## config.mk

```make
export PLATFORM = sky130hd
export DESIGN_NAME = decode_stage_flat
export DESIGN_NICKNAME = d
export VERILOG_FILES = /design/src/rtl/decode_pkg.sv /design/src/rtl/decode_stage_if.sv /design/src/rtl/decode_stage_imm_gen_x.sv /design/src/rtl/decode_stage.sv /design/src/flat_wrapper.sv
export SDC_FILE = /design/constraint.sdc
export NUM_CORES = 1
export LEC_CHECK = 0
export BUFFER_PORTS_ARGS = -buffer_cell sky130_fd_sc_hd__clkbuf_2
export CORE_MARGIN = 2
export CORE_UTILIZATION = 45
export DETAILED_ROUTE_END_ITERATION = 8
export GPL_TIMING_DRIVEN = 0
export PLACE_DENSITY_LB_ADDON = 0.15
export SLEW_MARGIN = 20
export SYNTH_ARGS = -nofsm -noshare
export SYNTH_HDL_FRONTEND = slang
export SYNTH_HIERARCHICAL = 1
export SYNTH_SLANG_ARGS = --single-unit
export TNS_END_PERCENT = 30
```

## constraint.sdc

```tcl
create_clock -name clk -period 8.78 [get_ports clk]
set_input_delay 0.878 -clock clk [delete_from_list [all_inputs] [get_ports clk]]
set_output_delay 0.878 -clock clk [all_outputs]
set_load 0.005 [all_outputs]
```

## src/rtl/decode_pkg.sv

```systemverilog
// Shared decode definitions: opcodes, format classes, bundle field widths
// and the skid-buffer occupancy states.
package decode_pkg;

    localparam int unsigned INSTR_W  = 32;
    localparam int unsigned REG_W    = 5;
    localparam int unsigned FUNCT3_W = 3;
    localparam int unsigned FMT_W    = 3;

    localparam logic [6:0] OPC_LOAD      = 7'b0000011;
    localparam logic [6:0] OPC_MISC_MEM  = 7'b0001111;
    localparam logic [6:0] OPC_OP_IMM    = 7'b0010011;
    localparam logic [6:0] OPC_AUIPC     = 7'b0010111;
    localparam logic [6:0] OPC_OP_IMM_32 = 7'b0011011;
    localparam logic [6:0] OPC_STORE     = 7'b0100011;
    localparam logic [6:0] OPC_OP        = 7'b0110011;
    localparam logic [6:0] OPC_LUI       = 7'b0110111;
    localparam logic [6:0] OPC_OP_32     = 7'b0111011;
    localparam logic [6:0] OPC_BRANCH    = 7'b1100011;
    localparam logic [6:0] OPC_JALR      = 7'b1100111;
    localparam logic [6:0] OPC_JAL       = 7'b1101111;
    localparam logic [6:0] OPC_SYSTEM    = 7'b1110011;

    typedef enum logic [FMT_W-1:0] {
        FMT_R   = 3'd0,
        FMT_I   = 3'd1,
        FMT_S   = 3'd2,
        FMT_B   = 3'd3,
        FMT_U   = 3'd4,
        FMT_J   = 3'd5,
        FMT_ILL = 3'd7
    } fmt_e;

    typedef enum logic [1:0] {
        ST_EMPTY,
        ST_ONE,
        ST_TWO
    } skid_state_e;

    // Shift-immediate forms of OP-IMM / OP-IMM-32 (SLLI, SRLI, SRAI)
    function automatic logic is_shift(input logic [FUNCT3_W-1:0] funct3);
        return (funct3 == 3'b001) || (funct3 == 3'b101);
    endfunction

endpackage

```

## src/rtl/decode_stage_if.sv

```systemverilog
// Fetch-side and execute-side handshake bundle of the decode stage.
// slave is the decode stage's view, master the surrounding pipeline's.
interface decode_stage_if
    import decode_pkg::*;
#(
    parameter int unsigned XLEN = 32
) ();

    logic                 in_valid;
    logic                 in_ready;
    logic [INSTR_W-1:0]   in_instr;
    logic [XLEN-1:0]      in_pc;

    logic                 out_valid;
    logic                 out_ready;
    logic [XLEN-1:0]      out_pc;
    logic [INSTR_W-1:0]   out_instr;
    logic [XLEN-1:0]      out_imm;
    fmt_e                 out_fmt;
    logic [REG_W-1:0]     out_rd;
    logic [REG_W-1:0]     out_rs1;
    logic [REG_W-1:0]     out_rs2;
    logic [FUNCT3_W-1:0]  out_funct3;
    logic                 out_illegal;

    modport slave (
        input  in_valid, in_instr, in_pc, out_ready,
        output in_ready, out_valid, out_pc, out_instr, out_imm, out_fmt,
               out_rd, out_rs1, out_rs2, out_funct3, out_illegal
    );

    modport master (
        output in_valid, in_instr, in_pc, out_ready,
        input  in_ready, out_valid, out_pc, out_instr, out_imm, out_fmt,
               out_rd, out_rs1, out_rs2, out_funct3, out_illegal
    );

endinterface

```

## src/rtl/decode_stage_imm_gen_x.sv

```systemverilog
// Combinational immediate generator and format classifier for RV32/RV64.
module imm_gen_x
    import decode_pkg::*;
#(
    parameter int unsigned XLEN = 32
) (
    input  logic [INSTR_W-1:0] instr,
    output logic [XLEN-1:0]    imm,
    output fmt_e               fmt,
    output logic               illegal
);

    localparam bit RV64 = (XLEN == 64);

    logic [6:0]          opcode;
    logic [FUNCT3_W-1:0] funct3;
    logic [XLEN-1:0]     imm_i;
    logic [XLEN-1:0]     imm_s;
    logic [XLEN-1:0]     imm_b;
    logic [XLEN-1:0]     imm_u;
    logic [XLEN-1:0]     imm_j;
    logic [XLEN-1:0]     shamt;
    logic [XLEN-1:0]     shamt_w;

    assign opcode  = instr[6:0];
    assign funct3  = instr[14:12];
    assign imm_i   = XLEN'($signed(instr[31:20]));
    assign imm_s   = XLEN'($signed({instr[31:25], instr[11:7]}));
    assign imm_b   = XLEN'($signed({instr[31], instr[7], instr[30:25], instr[11:8], 1'b0}));
    assign imm_u   = XLEN'($signed({instr[31:12], 12'h000}));
    assign imm_j   = XLEN'($signed({instr[31], instr[19:12], instr[20], instr[30:21], 1'b0}));
    assign shamt   = RV64 ? XLEN'(instr[25:20]) : XLEN'(instr[24:20]);
    assign shamt_w = XLEN'(instr[24:20]);

    // Classify the opcode, select its immediate, force illegal encodings to zero/FMT_ILL
    always_comb begin
        fmt     = FMT_ILL;
        imm     = '0;
        illegal = 1'b0;
        if (instr[1:0] != 2'b11) begin
            illegal = 1'b1;
        end else begin
            case (opcode)
                OPC_LUI, OPC_AUIPC: begin
                    fmt = FMT_U;
                    imm = imm_u;
                end
                OPC_JAL: begin
                    fmt = FMT_J;
                    imm = imm_j;
                end
                OPC_JALR, OPC_LOAD, OPC_MISC_MEM, OPC_SYSTEM: begin
                    fmt = FMT_I;
                    imm = imm_i;
                end
                OPC_OP_IMM: begin
                    fmt = FMT_I;
                    if (is_shift(funct3)) begin
                        illegal = !RV64 && instr[25];
                        imm     = shamt;
                    end else begin
                        imm = imm_i;
                    end
                end
                OPC_BRANCH: begin
                    fmt = FMT_B;
                    imm = imm_b;
                end
                OPC_STORE: begin
                    fmt = FMT_S;
                    imm = imm_s;
                end
                OPC_OP: begin
                    fmt = FMT_R;
                end
                OPC_OP_IMM_32: begin
                    fmt = FMT_I;
                    if (!RV64) begin
                        illegal = 1'b1;
                    end else if (is_shift(funct3)) begin
                        illegal = instr[25];
                        imm     = shamt_w;
                    end else begin
                        imm = imm_i;
                    end
                end
                OPC_OP_32: begin
                    fmt     = FMT_R;
                    illegal = !RV64;
                end
                default: begin
                    illegal = 1'b1;
                end
            endcase
        end
        if (illegal) begin
            fmt = FMT_ILL;
            imm = '0;
        end
    end

endmodule

```

## src/rtl/decode_stage.sv

```systemverilog
// Registered decode stage with a 2-entry skid buffer between fetch and
// register-read. in_ready is a flop, so fetch never sees a path from out_ready.
module decode_stage
    import decode_pkg::*;
#(
    parameter int unsigned XLEN          = 32,
    parameter bit          RESET_PC_ZERO = 1'b1
) (
    input logic           clk,
    input logic           rst,
    input logic           flush,
    decode_stage_if.slave bus
);

    typedef struct packed {
        logic [XLEN-1:0]    pc;
        logic [INSTR_W-1:0] instr;
        logic [XLEN-1:0]    imm;
        fmt_e               fmt;
        logic               illegal;
    } bundle_t;

    skid_state_e     state;
    bundle_t         out_q;
    bundle_t         skid_q;
    bundle_t         dec;
    logic            out_valid_q;
    logic            in_ready_q;
    logic            in_fire;
    logic            out_fire;
    logic [XLEN-1:0] dec_imm;
    fmt_e            dec_fmt;
    logic            dec_illegal;

    imm_gen_x #(.XLEN(XLEN)) u_imm_gen (
        .instr   (bus.in_instr),
        .imm     (dec_imm),
        .fmt     (dec_fmt),
        .illegal (dec_illegal)
    );

    assign dec      = '{pc: bus.in_pc, instr: bus.in_instr, imm: dec_imm,
                        fmt: dec_fmt, illegal: dec_illegal};
    assign in_fire  = bus.in_valid && in_ready_q;
    assign out_fire = out_valid_q && bus.out_ready;

    // Occupancy FSM: moves decoded entries into the output/skid registers
    always_ff @(posedge clk or posedge rst) begin
        if (rst) begin
            state       <= ST_EMPTY;
            out_valid_q <= 1'b0;
            in_ready_q  <= 1'b1;
            if (RESET_PC_ZERO) begin
                out_q  <= '0;
                skid_q <= '0;
            end else begin
                out_q.illegal <= 1'b0;
            end
        end else if (flush) begin
            state       <= ST_EMPTY;
            out_valid_q <= 1'b0;
            in_ready_q  <= 1'b1;
        end else begin
            case (state)
                ST_EMPTY: begin
                    if (in_fire) begin
                        out_q       <= dec;
                        out_valid_q <= 1'b1;
                        state       <= ST_ONE;
                    end
                end
                ST_ONE: begin
                    if (in_fire && out_fire) begin
                        out_q <= dec;
                    end else if (in_fire) begin
                        skid_q     <= dec;
                        in_ready_q <= 1'b0;
                        state      <= ST_TWO;
                    end else if (out_fire) begin
                        out_valid_q <= 1'b0;
                        state       <= ST_EMPTY;
                    end
                end
                ST_TWO: begin
                    if (out_fire) begin
                        out_q      <= skid_q;
                        in_ready_q <= 1'b1;
                        state      <= ST_ONE;
                    end
                end
                default: begin
                    state       <= ST_EMPTY;
                    out_valid_q <= 1'b0;
                    in_ready_q  <= 1'b1;
                end
            endcase
        end
    end

    assign bus.in_ready    = in_ready_q;
    assign bus.out_valid   = out_valid_q;
    assign bus.out_pc      = out_q.pc;
    assign bus.out_instr   = out_q.instr;
    assign bus.out_imm     = out_q.imm;
    assign bus.out_fmt     = out_q.fmt;
    assign bus.out_illegal = out_q.illegal;
    assign bus.out_rd      = out_q.instr[11:7];
    assign bus.out_rs1     = out_q.instr[19:15];
    assign bus.out_rs2     = out_q.instr[24:20];
    assign bus.out_funct3  = out_q.instr[14:12];

endmodule

```

## src/flat_wrapper.sv

```systemverilog
// flat-port wrapper written by rule: the top's interface ports become plain ports
module decode_stage_flat import decode_pkg::*;
#(
    parameter int unsigned XLEN          = 32,
    parameter bit          RESET_PC_ZERO = 1'b1
)
  (clk, rst, flush, bus_in_valid, bus_in_instr, bus_in_pc, bus_out_ready, bus_in_ready, bus_out_valid, bus_out_pc, bus_out_instr, bus_out_imm, bus_out_fmt, bus_out_rd, bus_out_rs1, bus_out_rs2, bus_out_funct3, bus_out_illegal);
  decode_stage_if #(.XLEN(XLEN)) bus_i ();
  input logic clk;
  input logic rst;
  input logic flush;
  input wire logic [$bits(bus_i.in_valid)-1:0] bus_in_valid;
  input wire logic [$bits(bus_i.in_instr)-1:0] bus_in_instr;
  input wire logic [$bits(bus_i.in_pc)-1:0] bus_in_pc;
  input wire logic [$bits(bus_i.out_ready)-1:0] bus_out_ready;
  output wire logic [$bits(bus_i.in_ready)-1:0] bus_in_ready;
  output wire logic [$bits(bus_i.out_valid)-1:0] bus_out_valid;
  output wire logic [$bits(bus_i.out_pc)-1:0] bus_out_pc;
  output wire logic [$bits(bus_i.out_instr)-1:0] bus_out_instr;
  output wire logic [$bits(bus_i.out_imm)-1:0] bus_out_imm;
  output wire logic [$bits(bus_i.out_fmt)-1:0] bus_out_fmt;
  output wire logic [$bits(bus_i.out_rd)-1:0] bus_out_rd;
  output wire logic [$bits(bus_i.out_rs1)-1:0] bus_out_rs1;
  output wire logic [$bits(bus_i.out_rs2)-1:0] bus_out_rs2;
  output wire logic [$bits(bus_i.out_funct3)-1:0] bus_out_funct3;
  output wire logic [$bits(bus_i.out_illegal)-1:0] bus_out_illegal;
  assign bus_i.in_valid = bus_in_valid;
  assign bus_i.in_instr = bus_in_instr;
  assign bus_i.in_pc = bus_in_pc;
  assign bus_i.out_ready = bus_out_ready;
  assign bus_in_ready = bus_i.in_ready;
  assign bus_out_valid = bus_i.out_valid;
  assign bus_out_pc = bus_i.out_pc;
  assign bus_out_instr = bus_i.out_instr;
  assign bus_out_imm = bus_i.out_imm;
  assign bus_out_fmt = bus_i.out_fmt;
  assign bus_out_rd = bus_i.out_rd;
  assign bus_out_rs1 = bus_i.out_rs1;
  assign bus_out_rs2 = bus_i.out_rs2;
  assign bus_out_funct3 = bus_i.out_funct3;
  assign bus_out_illegal = bus_i.out_illegal;
  decode_stage #(.XLEN(XLEN), .RESET_PC_ZERO(RESET_PC_ZERO)) u_core (.clk(clk), .rst(rst), .flush(flush), .bus(bus_i));
endmodule
```

==> results.py <==
metrics = {
    "floorplan": {
        "ioPinCount": 189,
        "dieHeight_um": 162,
        "die_area_mm2": 0.0263,
        "rows": 57,
        "die_x_um": 162,
        "fp.coreArea_mm2": 0.0245,
        "initial_core_util_pct": 46.1,
    },
    "drt": {
        "met3_length_mm": 1.61,
        "drtAntennaViolNets": 0,
        "top_layer_used": "met4",
        "wirelength_mm": 33.5,
        "drt_iter0_markers": 761,
        "dr_wl_met2_mm": 15.8,
        "viasPerCell": 5.78,
        "drc": 0,
        "met1Wirelength_mm": 15.5,
        "wl_per_cell_um": 21.5,
        "drt-pass1-iter-count": 5,
        "vias": 9007,
    },
    "sta": {
        "report.final.hold_viol_count": 0,
        "fmax_ghz": 0.355,
        "finalCritPeriodShare_pct": 32.1,
        "skew_ns": 0.0120,
        "period_minus_slack_ns": 2.82,
        "setup-tns-final_ns": 0,
        "tightestPinTransition_ns": 0.871,
        "slew_violations": 0,
        "slew_headroom_pct": 41.9,
        "setup_viol": 0,
        "rsz0062_at_grt": "no",
    },
    "synth": {
        "yosys.area_share.adder_pct": 0,
        "synth_top_family_by_area": "compound AO/OA/AOI/OAI gates",
        "yosys.area_share.simple_pct": 12.1,
        "netlist_area_mm2": 0.0113,
        "synth_xor_area_share_pct": 0.0777,
        "synth_top_area_share_pct": 45.0,
        "synthDistinctLibCells": 55,
        "yosys_warnings": 6,
        "synth_area_leader_cell": "dfrtp_1",
        "synth_compound_area_share_pct": 22.1,
        "async_flop_share_pct": 100,
        "ys_ff_latch": 204,
        "synth_area_leaders": "dfrtp_1 45%, mux2_4 13%, and3b_1 7.9%",
        "syn_nets": 1072,
        "ys_seq_area_share_pct": 45.3,
        "avgSynthCellArea_um2": 11.2,
        "ys.flop_type": "dfrtp_1",
        "synth-edff-count": 0,
        "synth_cells": 1003,
        "synth_mux_area_share_pct": 13.4,
    },
    "clock_network": {
        "cts_resized": 0,
        "cts-root-buf": "clkbuf_16",
        "cts.sinks": 204,
        "insertion_delay_ns": 0.51,
        "htreeDepth": 1,
        "postCtsSetupBuffers": 0,
        "cts_tree": "built",
        "numCtsBuffers": 23,
        "cts.clk_slew.worst_paths_ns": 0.06,
        "holdBufCountCts": 0,
        "clk_path_buf_depth": 3,
    },
    "global_route": {
        "grt_overflow": 0,
        "antenna_found_initial": 0,
        "grt_max_degree": 98,
        "grt_pass1_wl_mm": 51.8,
        "grt_pass1_vias": 8782,
        "grtUsageTotal_pct": 25.1,
    },
    "cells_and_area": {
        "final_common_cell": "dfrtp_1",
        "regArea_mm2": 0.00511,
        "final_cell_mix": "203 x dfrtp_1, 187 x clkbuf_2, 111 x a21oi_1, 102 x and3b_1, 101 x a211oi_1",
        "layout.core_utilization_pct": 55.4,
        "instances_no_fill": 1557,
        "multi_input_area_mm2": 0.00537,
        "final_nets": 1286,
        "n_fill_cell": 2226,
        "layout-drive-gt1-share_pct": 33.5,
        "insertedDiodeCount": 0,
        "area_delta_synth_final_pct": 20.3,
    },
    "placed_design": {
        "dpl.cell_count": 1516,
        "dp_hpwl_mm": 23.3,
        "io_buffers": 187,
        "place.gp.congestion": 0.954,
    },
    "critical_path": {
        "cp_max_fo": 8,
        "end_kind": "flip-flop",
        "crit_arrival_ns": 3.18,
        "crit_family": "compound AO/OA/AOI/OAI gates",
        "max_stage_delay_ns": 0.68,
        "crit_path_start_kind": "input pin",
        "path_cells": "clkbuf_2 -> nor4_1 -> a41oi_1 -> o311ai_1 -> a21oi_1 -> a211oi_1 -> a22oi_1",
        "critPathSlowestCell": "nor4_1",
        "crit_buf_inv": 1,
        "worstPathRequired_ns": 9.14,
        "critical_path_class": "input pin to flip-flop",
    },
    "power": {
        "swShare_pct": 30.9,
        "p_seq_share_pct": 39.0,
        "cellPowerDensity_mw_per_mm2": 299,
        "p_switching_uw": 1250,
        "intPower_uw": 2800,
        "leakage_uw": 0.00627,
        "vdd_ir_drop_max_mv": 0.171,
        "p_total_uw": 4050,
        "combPwrFrac_pct": 33.6,
        "clkPwrFrac_pct": 27.4,
    },
    "run_status": {
        "status": "finished, final reports clean",
    },
    "worst_hold_path": {
        "hold_path.class": "input pin to asynchronous set/reset pin",
    },
    "run": {
        "max-cap-violations": 0,
    },
}
power groups by stage:
stage	sequential, uW	combinational, uW	clock (uW)
detailed placement	1590	1360	0
CTS	1580	1370	1130
global placement	1580	1350	0
finish	1580	1360	1110
floorplan	1550	853	0
global route	1630	1490	1170
path summary, 6_finish.rpt:
path / from / to / slack [ns] / cells past startpoint
max in group asynchronous: rst / u_core/skid_q[91] / 7.27 / 4
worst max register to register: u_core/state[1] / u_core/bus.out_instr[29] / 6.63 / 6
min in group clk: u_core/skid_q[91] / u_core/skid_q[91] / 0.50 / 1
worst min-delay path: rst / u_core/skid_q[73] / 0.35 / 2
worst min register to register: u_core/skid_q[91] / u_core/skid_q[91] / 0.50 / 1
worst max-delay path: bus_in_instr[2] / u_core/bus.out_imm[2] / 5.96 / 7
metal layers:
| layer | vias up | GRT usage, % |
|---|---|---|
| met5 | - | 0 |
| met4 | 0 | 5.71 |
| met3 | 44 | 3.29 |
| met2 | 262 | 39.8 |
| met1 | 4498 | 36.8 |
| li1 | 4203 | - |
cells in the mapped netlist (2+ instances only):
cell / instances
nor2b_1: 4
nand3b_1: 3
a211oi_1: 101
a21oi_1: 111
buf_6: 3
buf_1: 3
a21boi_0: 2
a21o_1: 5
clkbuf_1: 60
buf_4: 18
nand2_1: 44
o21ai_0: 15
o31ai_1: 2
nand4b_1: 2
buf_12: 10
nor2_1: 9
and3_1: 2
nand2b_1: 4
o211ai_1: 4
o21ai_2: 10
buf_2: 35
o22ai_1: 7
mux2_4: 100
dfrtp_1: 203
inv_1: 6
and3b_1: 102
a22oi_1: 100
nand3_1: 11
sequential cells by signal, indices dropped and copies added, names as in the netlist:
name	flops
u_core/bus.in_ready	1
u_core/bus.out_instr	32
u_core/bus.out_fmt	3
u_core/state	2
u_core/bus.out_imm	32
u_core/bus.out_valid	1
u_core/skid_q	100
u_core/bus.out_pc	32
u_core/bus.out_illegal	1
stage by stage:
stage          hold slack (ns)  setup slack (ns)  area (um2)
2_1_floorplan            0.475              2.34       11300
3_3_place_gp             0.483            -0.252       12600
3_5_place_dp             0.485              5.49       12700
4_1_cts                  0.340              6.02       13600
5_1_grt                  0.357              5.82       13600
6_report                 0.350              5.96       13600
cell type report:
cell class	instances	area share [%]
Sequential cell	204	37.6
Timing Repair Buffer	189	7.31
Tap cell	324	2.99
Clock inverter	7	1.37
Clock buffer	34	5.14
Multi-Input combinational cell	664	39.6
Inverter	6	0.221
Buffer	129	5.76
cell families (layout without fill, tap and decap cells):
group	count (synthesis)	after routing
buf+inv	135	365
flops	204	204
simple gates	192	192
compound gates	370	370
mux	101	101
xor+xnor	1	1
(Power assumes the default switching activity.)
